### config.mk
export PLATFORM = sky130hd
export DESIGN_NAME = pll_lock_mgr
export DESIGN_NICKNAME = d
export VERILOG_FILES = /design/src/rtl/pll_lock_mgr.sv
export SDC_FILE = /design/constraint.sdc
export NUM_CORES = 1
export LEC_CHECK = 0
export BUFFER_PORTS_ARGS = -buffer_cell sky130_fd_sc_hd__buf_4
export CAP_MARGIN = 25
export CORE_UTILIZATION = 50
export CTS_CLUSTER_SIZE = 24
export DETAILED_ROUTE_END_ITERATION = 10
export GPL_ROUTABILITY_DRIVEN = 0
export PLACE_DENSITY = 0.82
export SLEW_MARGIN = 30
export SYNTH_ARGS = -nofsm -noshare
export SYNTH_HDL_FRONTEND = slang
export SYNTH_SLANG_ARGS = --single-unit
export TNS_END_PERCENT = 1
### constraint.sdc
create_clock -name clk -period 2.16 [get_ports clk]
set_input_delay 0 -clock clk [delete_from_list [all_inputs] [get_ports clk]]
set_output_delay 0 -clock clk [all_outputs]
set_load 0.02 [all_outputs]
### src/rtl/pll_lock_mgr.sv
// ============================================================================
// Module   : pll_lock_mgr
// Brief    : PLL reset/lock sequencer with timeout, retry and sticky fault.
//            Optional lock-loss event counter under PLL_LOCK_MGR_CNT_EN.
// Revision : 1.0 - initial release
// ============================================================================
`default_nettype none

module pll_lock_mgr #(
    parameter int RST_CYCLES    = 16,
    parameter int LOCK_TIMEOUT  = 50000,
    parameter int STABLE_CYCLES = 1024,
    parameter int MAX_RETRY     = 3
) (
    input  logic       clk,
    input  logic       rst,
    input  logic       soft_rst,
    input  logic       retry_req,
    input  logic       pll_lock,
    output logic       pll_rst,
    output logic       user_rst,
    output logic       pll_ok,
    output logic       fault,
    output logic       lock_loss,
    output logic [1:0] retry_cnt,
    output logic [7:0] lock_loss_cnt
);

    localparam int MAX_A = (RST_CYCLES > LOCK_TIMEOUT) ? RST_CYCLES : LOCK_TIMEOUT;
    localparam int MAX_P = (MAX_A > STABLE_CYCLES) ? MAX_A : STABLE_CYCLES;
    localparam int CNT_W = (MAX_P > 1) ? $clog2(MAX_P) : 1;

    localparam logic [CNT_W-1:0] RST_LAST    = CNT_W'(RST_CYCLES - 1);
    localparam logic [CNT_W-1:0] TIMEOUT_LAST = CNT_W'(LOCK_TIMEOUT - 1);
    localparam logic [CNT_W-1:0] STABLE_LAST = CNT_W'(STABLE_CYCLES - 1);
    localparam logic [1:0]       RETRY_MAX   = 2'(MAX_RETRY);

    typedef enum logic [2:0] {
        S_RESET     = 3'd0,
        S_WAIT_LOCK = 3'd1,
        S_STABLE    = 3'd2,
        S_RUN       = 3'd3,
        S_FAULT     = 3'd4
    } state_t;

    state_t           state, state_nxt;
    logic [CNT_W-1:0] cnt, cnt_nxt;
    logic [1:0]       retry_nxt;
    logic             lock_loss_nxt;
    logic             lock_meta, lock_s;

    // pll_lock is asynchronous to clk
    always_ff @(posedge clk) begin
        if (rst) begin
            lock_meta <= 1'b0;
            lock_s    <= 1'b0;
        end else begin
            lock_meta <= pll_lock;
            lock_s    <= lock_meta;
        end
    end

    always_comb begin
        state_nxt     = state;
        cnt_nxt       = cnt;
        retry_nxt     = retry_cnt;
        lock_loss_nxt = 1'b0;
        if (soft_rst) begin
            state_nxt = S_RESET;
            cnt_nxt   = '0;
            retry_nxt = 2'd0;
        end else begin
            case (state)
                S_RESET: begin
                    if (cnt == RST_LAST) begin
                        state_nxt = S_WAIT_LOCK;
                        cnt_nxt   = '0;
                    end else begin
                        cnt_nxt = cnt + 1'b1;
                    end
                end
                S_WAIT_LOCK: begin
                    // a lock seen on the timeout cycle still counts as a lock
                    if (lock_s) begin
                        state_nxt = S_STABLE;
                        cnt_nxt   = '0;
                    end else if (cnt == TIMEOUT_LAST) begin
                        cnt_nxt = '0;
                        if (retry_cnt == RETRY_MAX) begin
                            state_nxt = S_FAULT;
                        end else begin
                            state_nxt = S_RESET;
                            retry_nxt = retry_cnt + 2'd1;
                        end
                    end else begin
                        cnt_nxt = cnt + 1'b1;
                    end
                end
                S_STABLE: begin
                    if (!lock_s) begin
                        state_nxt = S_WAIT_LOCK;
                        cnt_nxt   = '0;
                    end else if (cnt == STABLE_LAST) begin
                        state_nxt = S_RUN;
                        cnt_nxt   = '0;
                        retry_nxt = 2'd0;
                    end else begin
                        cnt_nxt = cnt + 1'b1;
                    end
                end
                S_RUN: begin
                    retry_nxt = 2'd0;
                    if (!lock_s) begin
                        state_nxt     = S_RESET;
                        cnt_nxt       = '0;
                        lock_loss_nxt = 1'b1;
                    end
                end
                S_FAULT: begin
                    if (retry_req) begin
                        state_nxt = S_RESET;
                        cnt_nxt   = '0;
                        retry_nxt = 2'd0;
                    end
                end
                default: begin
                    state_nxt = S_RESET;
                    cnt_nxt   = '0;
                end
            endcase
        end
    end

    // outputs decoded from next state so they move with the state register
    always_ff @(posedge clk) begin
        if (rst) begin
            state     <= S_RESET;
            cnt       <= '0;
            retry_cnt <= 2'd0;
            pll_rst   <= 1'b1;
            user_rst  <= 1'b1;
            pll_ok    <= 1'b0;
            fault     <= 1'b0;
            lock_loss <= 1'b0;
        end else begin
            state     <= state_nxt;
            cnt       <= cnt_nxt;
            retry_cnt <= retry_nxt;
            pll_rst   <= (state_nxt == S_RESET) || (state_nxt == S_FAULT);
            user_rst  <= (state_nxt != S_RUN);
            pll_ok    <= (state_nxt == S_RUN);
            fault     <= (state_nxt == S_FAULT);
            lock_loss <= lock_loss_nxt;
        end
    end

`ifdef PLL_LOCK_MGR_CNT_EN
    logic [7:0] loss_cnt;

    always_ff @(posedge clk) begin
        if (rst) begin
            loss_cnt <= 8'd0;
        end else if (lock_loss_nxt && (loss_cnt != 8'hFF)) begin
            loss_cnt <= loss_cnt + 8'd1;
        end
    end

    assign lock_loss_cnt = loss_cnt;
`else
    assign lock_loss_cnt = 8'd0;
`endif

endmodule

`default_nettype wire

==> reports/qor.yml, run 1 <==
worst_setup_path:
  end_kind: "flip-flop"
  worst-r2r-cell-count: 6
  crit_required_ns: 2.38
  cpMostUsedCell: "or4_4"
  start_kind: "flip-flop"
  cp_num_cells: 6
  cp_top_family: "simple AND/OR/NAND/NOR gates"
  path_max_fanout: 12
  critPathBufInv: 1
  rr_startpoint: "cnt[13]"
  slowest_delay_ns: 0.54
  crit_end: "cnt[13]"
  worstSetupPathType: "reg -> reg"
  r2r_setup_slack_ns: -0.10
  crit_slowest_cell: "or4_4"
  timing.rr.end: "cnt[13]"
  cp.arrival_ns: 2.48
  startpoint: "cnt[13]"
  crit_chain: "or4_4 > or4_4 > o21ba_4 > o41ai_4 > buf_12 > a21oi_1"
logic_synthesis:
  yosysUniqueCellTypes: 43
  synth_largest_area_cell: "dfxtp_1"
  ys.flop_type: "dfxtp_1"
  synth_most_common_cell: "dfxtp_1"
  synthTopCellsByCount: "28 x dfxtp_1, 14 x nand2_1, 13 x nor3_1"
  async_flop_share: 0
  synth-seq-area-share: 0.3755
  yosysTopAreaCellShare: 0.3755
  netlist_area_um2: 1493
  synth_area_leaders: "dfxtp_1 38%, xnor2_1 4.7%, nor3_1 4.4%, nor2_2 4.2%, buf_4 4.0%"
  postSynthAreaPerCell_um2: 8.729
  synth_seq_cells: 28
  yosys_warnings: 0
  synth-edff-count: 0
  syn_inst: 171
timing:
  final_max_slew_viol_count: 0
  min_period_ns: 2.263
  finalHoldViolCount: 0
  setup_viol: 16
  fin_skew_ns: 0.004082
  relSlewSlack: 0.6591
  fin_ws_ns: -0.1031
  tightest_slew_ns: 0.5094
  max_freq_mhz: 441.9
  period_share: 1.048
  rsz0062_at_grt: "true"
clock_tree:
  cts.sinks: 28
  postCtsSetupRepairBufs: 0
  cts_buffers: 3
  clock_latency_ns: 0.32
  ctsHtreeMaxLevel: 1
  clk_path_buf_depth: 2
  cts_tree: "done"
  clock_tree.root_cell: "clkbuf_4"
  clkTransAtPathRegs_ns: 0.14
finish:
  nets: 213
  antenna_cells: 0
  drive_gt1_frac: 0.2683
  post-route-util: 0.6500
  area_growth_pct: 21.12
  nFillCells: 245
grt:
  grt_pass1_wl_um: 6141
  antenna_found_initial: 0
  grt_pass1_vias: 1343
  overflow: 0
  grt_usage: 0.2414
  grt_max_degree: 16
floorplanning:
  io_pins: 20
  die_h_um: 56.64
  fp.dieW_um: 56.64
  rows: 19
  start_util: 0.5367
  core_um2: 2781
  die-area_um2: 3208
pwr:
  power.density_nw_per_um2: 456.9
  ir_drop_v: 0.0003311
  total_power_mw: 0.8261
  power_leakage_nw: 0.6286
hold_path:
  min-delay-path-class: "in -> reg"
run_status:
  violations: "negative setup slack"
  outcome: "finished with violations"
routing:
  first_pass_iters: 4
  vias_per_cell: 5.835
  vias: 1377
  postRouteAntennaNets: 0
  first_iter_violations: 55
  post_drt_wl_per_cell_um: 14.57
  drt_wl_total_um: 3439
  drc: 0
job:
  drv_cap: 0
place:
  port_buffers: 11
  place_hpwl_um: 2572
[layout by cell type, fill, tap and decap left out, types with 4 or more instances in the layout]
master and instances:
a21oi_1 5, buf_4 30, conb_1 8, dfxtp_1 27
dlygate4sd3_1 4, inv_1 5, mux2i_1 4, nand2_1 14
nand2b_1 5, nand3_1 6, nand4_1 5, nor2_1 7
nor2_2 10, nor3_1 13, nor4_1 7, o21ai_0 5
xnor2_1 8
[final cells by class]
cell class              count  area (um^2)  area share
clock buffers               4        36.28     0.02007
inverters                   5        18.77     0.01038
multi-input cells         133        867.1      0.4796
flip-flops and latches     28        561.8      0.3107
well taps                  31        38.79     0.02145
repair buffers             35        285.3      0.1578
[logic make-up (layout without fill, tap and decap cells)]
logic type                 after synthesis  after routing  synth area share
buffers and inverters                   17             44           0.06874
AOI/OAI and AO/OA                       25             25            0.1341
xor gates and xnor gates                10             10           0.05868
and+or+nand+nor                         84             84            0.3169
muxes                                    4              4           0.02682
other                                    1              8          0.002512
DFF                                     28             28            0.3755
adders and majority gates                2              2           0.01676
[what timing repair did]
| item | in CTS | in global routing |
|---|---|---|
| gates resized for setup | 2 | 2 |
| pin swaps | 0 | 3 |
| endpoints found under the setup margin | 18 | 22 |
| hold buffers | 3 | 1 |
| endpoints found under the hold margin | 4 | 1 |
| cloned | 0 | 0 |
[worst min-delay path by stage]
stage                     startpoint         to  cells after the start
after floorplan                  rst  lock_meta                      1
after global placement           rst  lock_meta                      2
after detailed placement         rst  lock_meta                      2
after CTS                   soft_rst     cnt[1]                      3
after global routing             rst     lock_s                      3
final                            rst     lock_s                      3
[tightest hold or removal path: cells and delay by family]
kind / cells / cell delay [ns]
AND/OR/NAND/NOR: 1 / 0.04
buffers and inverters: 2 / 0.63
[metal layers]
layer / track usage / wire (um)
met5: 0 / 0
met4: 0.06620 / 30
met3: 0.04378 / 152
met2: 0.4185 / 1810
met1: 0.3054 / 1445
[state kept, by name (all words and copies together), names as in the netlist]
register   cells
user_rst       1
lock_s         1
retry_cnt      2
pll_ok         1
fault          1
state          3
lock_meta      1
pll_rst        1
lock_loss      1
cnt           16
[where the power goes]
part | internal [mW] | switching, mW | total (mW)
registers | 0.520 | 0.00220 | 0.522
logic | 0.0216 | 0.0312 | 0.0528
clock network | 0.103 | 0.148 | 0.251
total | 0.645 | 0.181 | 0.826
[through the flow]
| stage | instances | setup slack (ns) | hold WS [ns] | instance area (um^2) | setup TNS, ns |
|---|---|---|---|---|---|
| after floorplan | 178 | -0.04940 | 0.07161 | 1519 | -0.4931 |
| after global placement | 228 | -0.03139 | 0.1809 | 1719 | -0.1897 |
| after detailed placement | 228 | -0.1326 | 0.1870 | 1719 | -0.9338 |
| after CTS | 235 | -0.1113 | 0.008841 | 1793 | -1.257 |
| after global routing | 236 | -0.1900 | 0.3922 | 1808 | -2.407 |
| final | 236 | -0.1031 | 0.3826 | 1808 | -1.193 |
(Power assumes the default switching activity.)
==> inputs of run 2 (changes only) <==
--- a/config.mk
+++ b/config.mk
@@ -7,11 +7,11 @@
 export LEC_CHECK = 0
 export BUFFER_PORTS_ARGS = -buffer_cell sky130_fd_sc_hd__buf_4
 export CAP_MARGIN = 25
-export CORE_UTILIZATION = 50
+export CORE_UTILIZATION = 35
 export CTS_CLUSTER_SIZE = 24
 export DETAILED_ROUTE_END_ITERATION = 10
 export GPL_ROUTABILITY_DRIVEN = 0
-export PLACE_DENSITY = 0.82
+export PLACE_DENSITY = 0.63
 export SLEW_MARGIN = 30
 export SYNTH_ARGS = -nofsm -noshare
 export SYNTH_HDL_FRONTEND = slang
==> run 2 against run 1 <==
The run still ends with negative setup slack left. Worst hold slack worse by 0.34 ns. Die area up 41%. Clock skew shrank 0.00093 ns. Final cell count increased by 7.6%. Power rose by 8.9%. Clock power is 31% higher. Register-to-register slack barely moved. Routed wire length shrank 8.4%. Sequential power barely moved. Non-clock buffer count is 1 lower. Utilization shrank 20 points. Critical path type unchanged. Largest cell class unchanged. Highest routed layer unchanged.
==> reports/qor.yml, run 2 (synthesis results as in run 1) <==
floorplanning:
  rows: 23  # +4
  io_pins: 20  # unchanged
  die-area_um2: 4530  # +41%
  die_h_um: 67.31  # +19%
  fp.dieW_um: 67.31  # +19%
  core_um2: 4058  # +46%
  start_util: 0.3679  # -0.1688
finish:
  drive_gt1_frac: 0.2745  # +0.006217
  top_register: "cnt"
  layout_commonest_cell: "buf_4"
  area_growth_pct: 23.55
  fin_cells: 254  # +7.6%
  reg_top3: "cnt: 16 flops, state: 3 flops, retry_cnt: 2 flops"
  final_cell_mix: "29 x buf_4, 27 x dfxtp_1, 14 x nand2_1"
  antenna_cells: 0  # unchanged
  nFillCells: 379  # +55%
  largest_reg_flops: 16  # unchanged
  nets: 212  # -0.47%
  post-route-util: 0.4545  # -0.1955
worst_setup_path:
  start_kind: "flip-flop"
  cp.arrival_ns: 2.44  # -0.04 ns
  crit_required_ns: 2.34  # -0.04 ns
  rr_startpoint: "cnt[12]"
  worst-r2r-cell-count: 6  # unchanged
  path_max_fanout: 7  # -5
  startpoint: "cnt[12]"
  end_kind: "flip-flop"
  worstSetupPathType: "reg -> reg"
  r2r_setup_slack_ns: -0.11  # about the same
  timing.rr.end: "cnt[7]"
grt:
  grt_pass1_vias: 1143  # -15%
  overflow: 0  # unchanged
  grt_pass1_wl_um: 5292  # -14%
  grt_max_degree: 16  # unchanged
  antenna_found_initial: 0  # unchanged
  grt_usage: 0.1559  # -0.08548
timing:
  whs_ns: 0.03827  # -0.3443 ns
  relSlewSlack: 0.5634  # -0.09569
  rsz0062_at_grt: "true"
  final_max_slew_viol_count: 0  # unchanged
  fin_ws_ns: -0.1073  # -0.004285 ns
  min_period_ns: 2.267  # +0.004285 ns
  tightest_slew_ns: 0.6499  # +0.1404 ns
  fin_skew_ns: 0.003148  # -0.0009343 ns
  max_freq_mhz: 441.0  # -0.19%
  period_share: 1.050  # +0.001984
  setup_viol: 13  # -3
  fin_setup_tns_ns: -1.127  # +0.06650 ns
  finalHoldViolCount: 0  # unchanged
routing:
  drc: 0  # unchanged
  first_iter_violations: 66  # +20%
  postRouteAntennaNets: 0  # unchanged
  vias: 1298  # -5.7%
  post_drt_wl_per_cell_um: 12.40  # -15%
  first_pass_iters: 4  # unchanged
  drt_wl_total_um: 3150  # -8.4%
  vias_per_cell: 5.110  # -12%
clock_tree:
  clk_path_buf_depth: 2  # unchanged
  cts.sinks: 28  # unchanged
  clock_tree.root_cell: "clkbuf_8"
  clock_latency_ns: 0.27  # -0.05 ns
  cts_tree: "done"
  postCtsSetupRepairBufs: 0  # unchanged
  clkTransAtPathRegs_ns: 0.09  # -0.05 ns
  ctsHtreeMaxLevel: 1  # unchanged
  cts_buffers: 3  # unchanged
run_status:
  outcome: "finished with violations"
  violations: "negative setup slack"
pwr:
  ir_drop_v: 0.0002426  # -27%
  power_leakage_nw: 0.6343  # +0.92%
  power.density_nw_per_um2: 487.7  # +6.7%
place:
  dp_cells: 248  # +8.8%
  dp_slack_ns: -0.06641  # +0.06618 ns
  place_hpwl_um: 2321  # -9.8%
  port_buffers: 11  # unchanged
hold_path:
  min-delay-path-class: "in -> reg"
  min_from: "retry_req"
  hold_depth: 3  # unchanged
  hold_path_end: "fault"
job:
  drv_cap: 0  # unchanged
run 2: where the power goes:
group,switching [mW],internal [mW]
logic,0.0309,0.0192
registers,0.00189,0.519
clock network,0.165,0.163
run 2: worst max path at each step:
stage | to | cells past startpoint
after floorplan | cnt[8] | 6
after global placement | cnt[9] | 6
after detailed placement | cnt[10] | 6
after CTS | cnt[10] | 6
after global routing | cnt[13] | 6
final | cnt[7] | 6
run 2: critical path, cell delays in order, from the launching register on:
cell and delay (ns):
dfxtp_2 0.33, or4_4 0.54, or4_4 0.54, o21ba_4 0.24, o41ai_4 0.27, buf_6 0.20, nor2_2 0.05
run 2: repair_timing:
action | CTS | global route
hold buffers | 2 | 0
pin swaps | 0 | 2
setup endpoints to repair | 14 | 20
hold endpoints to repair | 2 | 0
resized for setup | 0 | 5
run 2: final cells by class:
| class | instances | area [um^2] | area share |
|---|---|---|---|
| inverters | 5 | 18.77 | 0.01018 |
| multi-input cells | 133 | 865.8 | 0.4695 |
| repair buffers | 34 | 280.3 | 0.1520 |
| well taps | 50 | 62.56 | 0.03392 |
| clock buffers | 4 | 55.05 | 0.02985 |
| flip-flops and latches | 28 | 561.8 | 0.3046 |
run 2: through the flow:
step | area [um^2] | total power, mW
2_1_floorplan | 1519 | 0.5752
3_3_place_gp | 1750 | 0.5787
3_5_place_dp | 1750 | 0.5788
4_1_cts | 1826 | 0.9109
5_1_grt | 1844 | 0.9399
6_report | 1844 | 0.8994
run 2: layer usage:
| layer | vias to the layer above | GRT usage | routed length (um) | part of all wire |
|---|---|---|---|---|
| li1 | 675 | - | - | - |
| met1 | 582 | 0.2238 | 1522 | 0.48 |
| met2 | 36 | 0.2400 | 1452 | 0.46 |
| met3 | 5 | 0.01520 | 119 | 0.038 |
| met4 | 0 | 0.05585 | 55 | 0.017 |
| met5 | - | 0 | 0 | 0 |
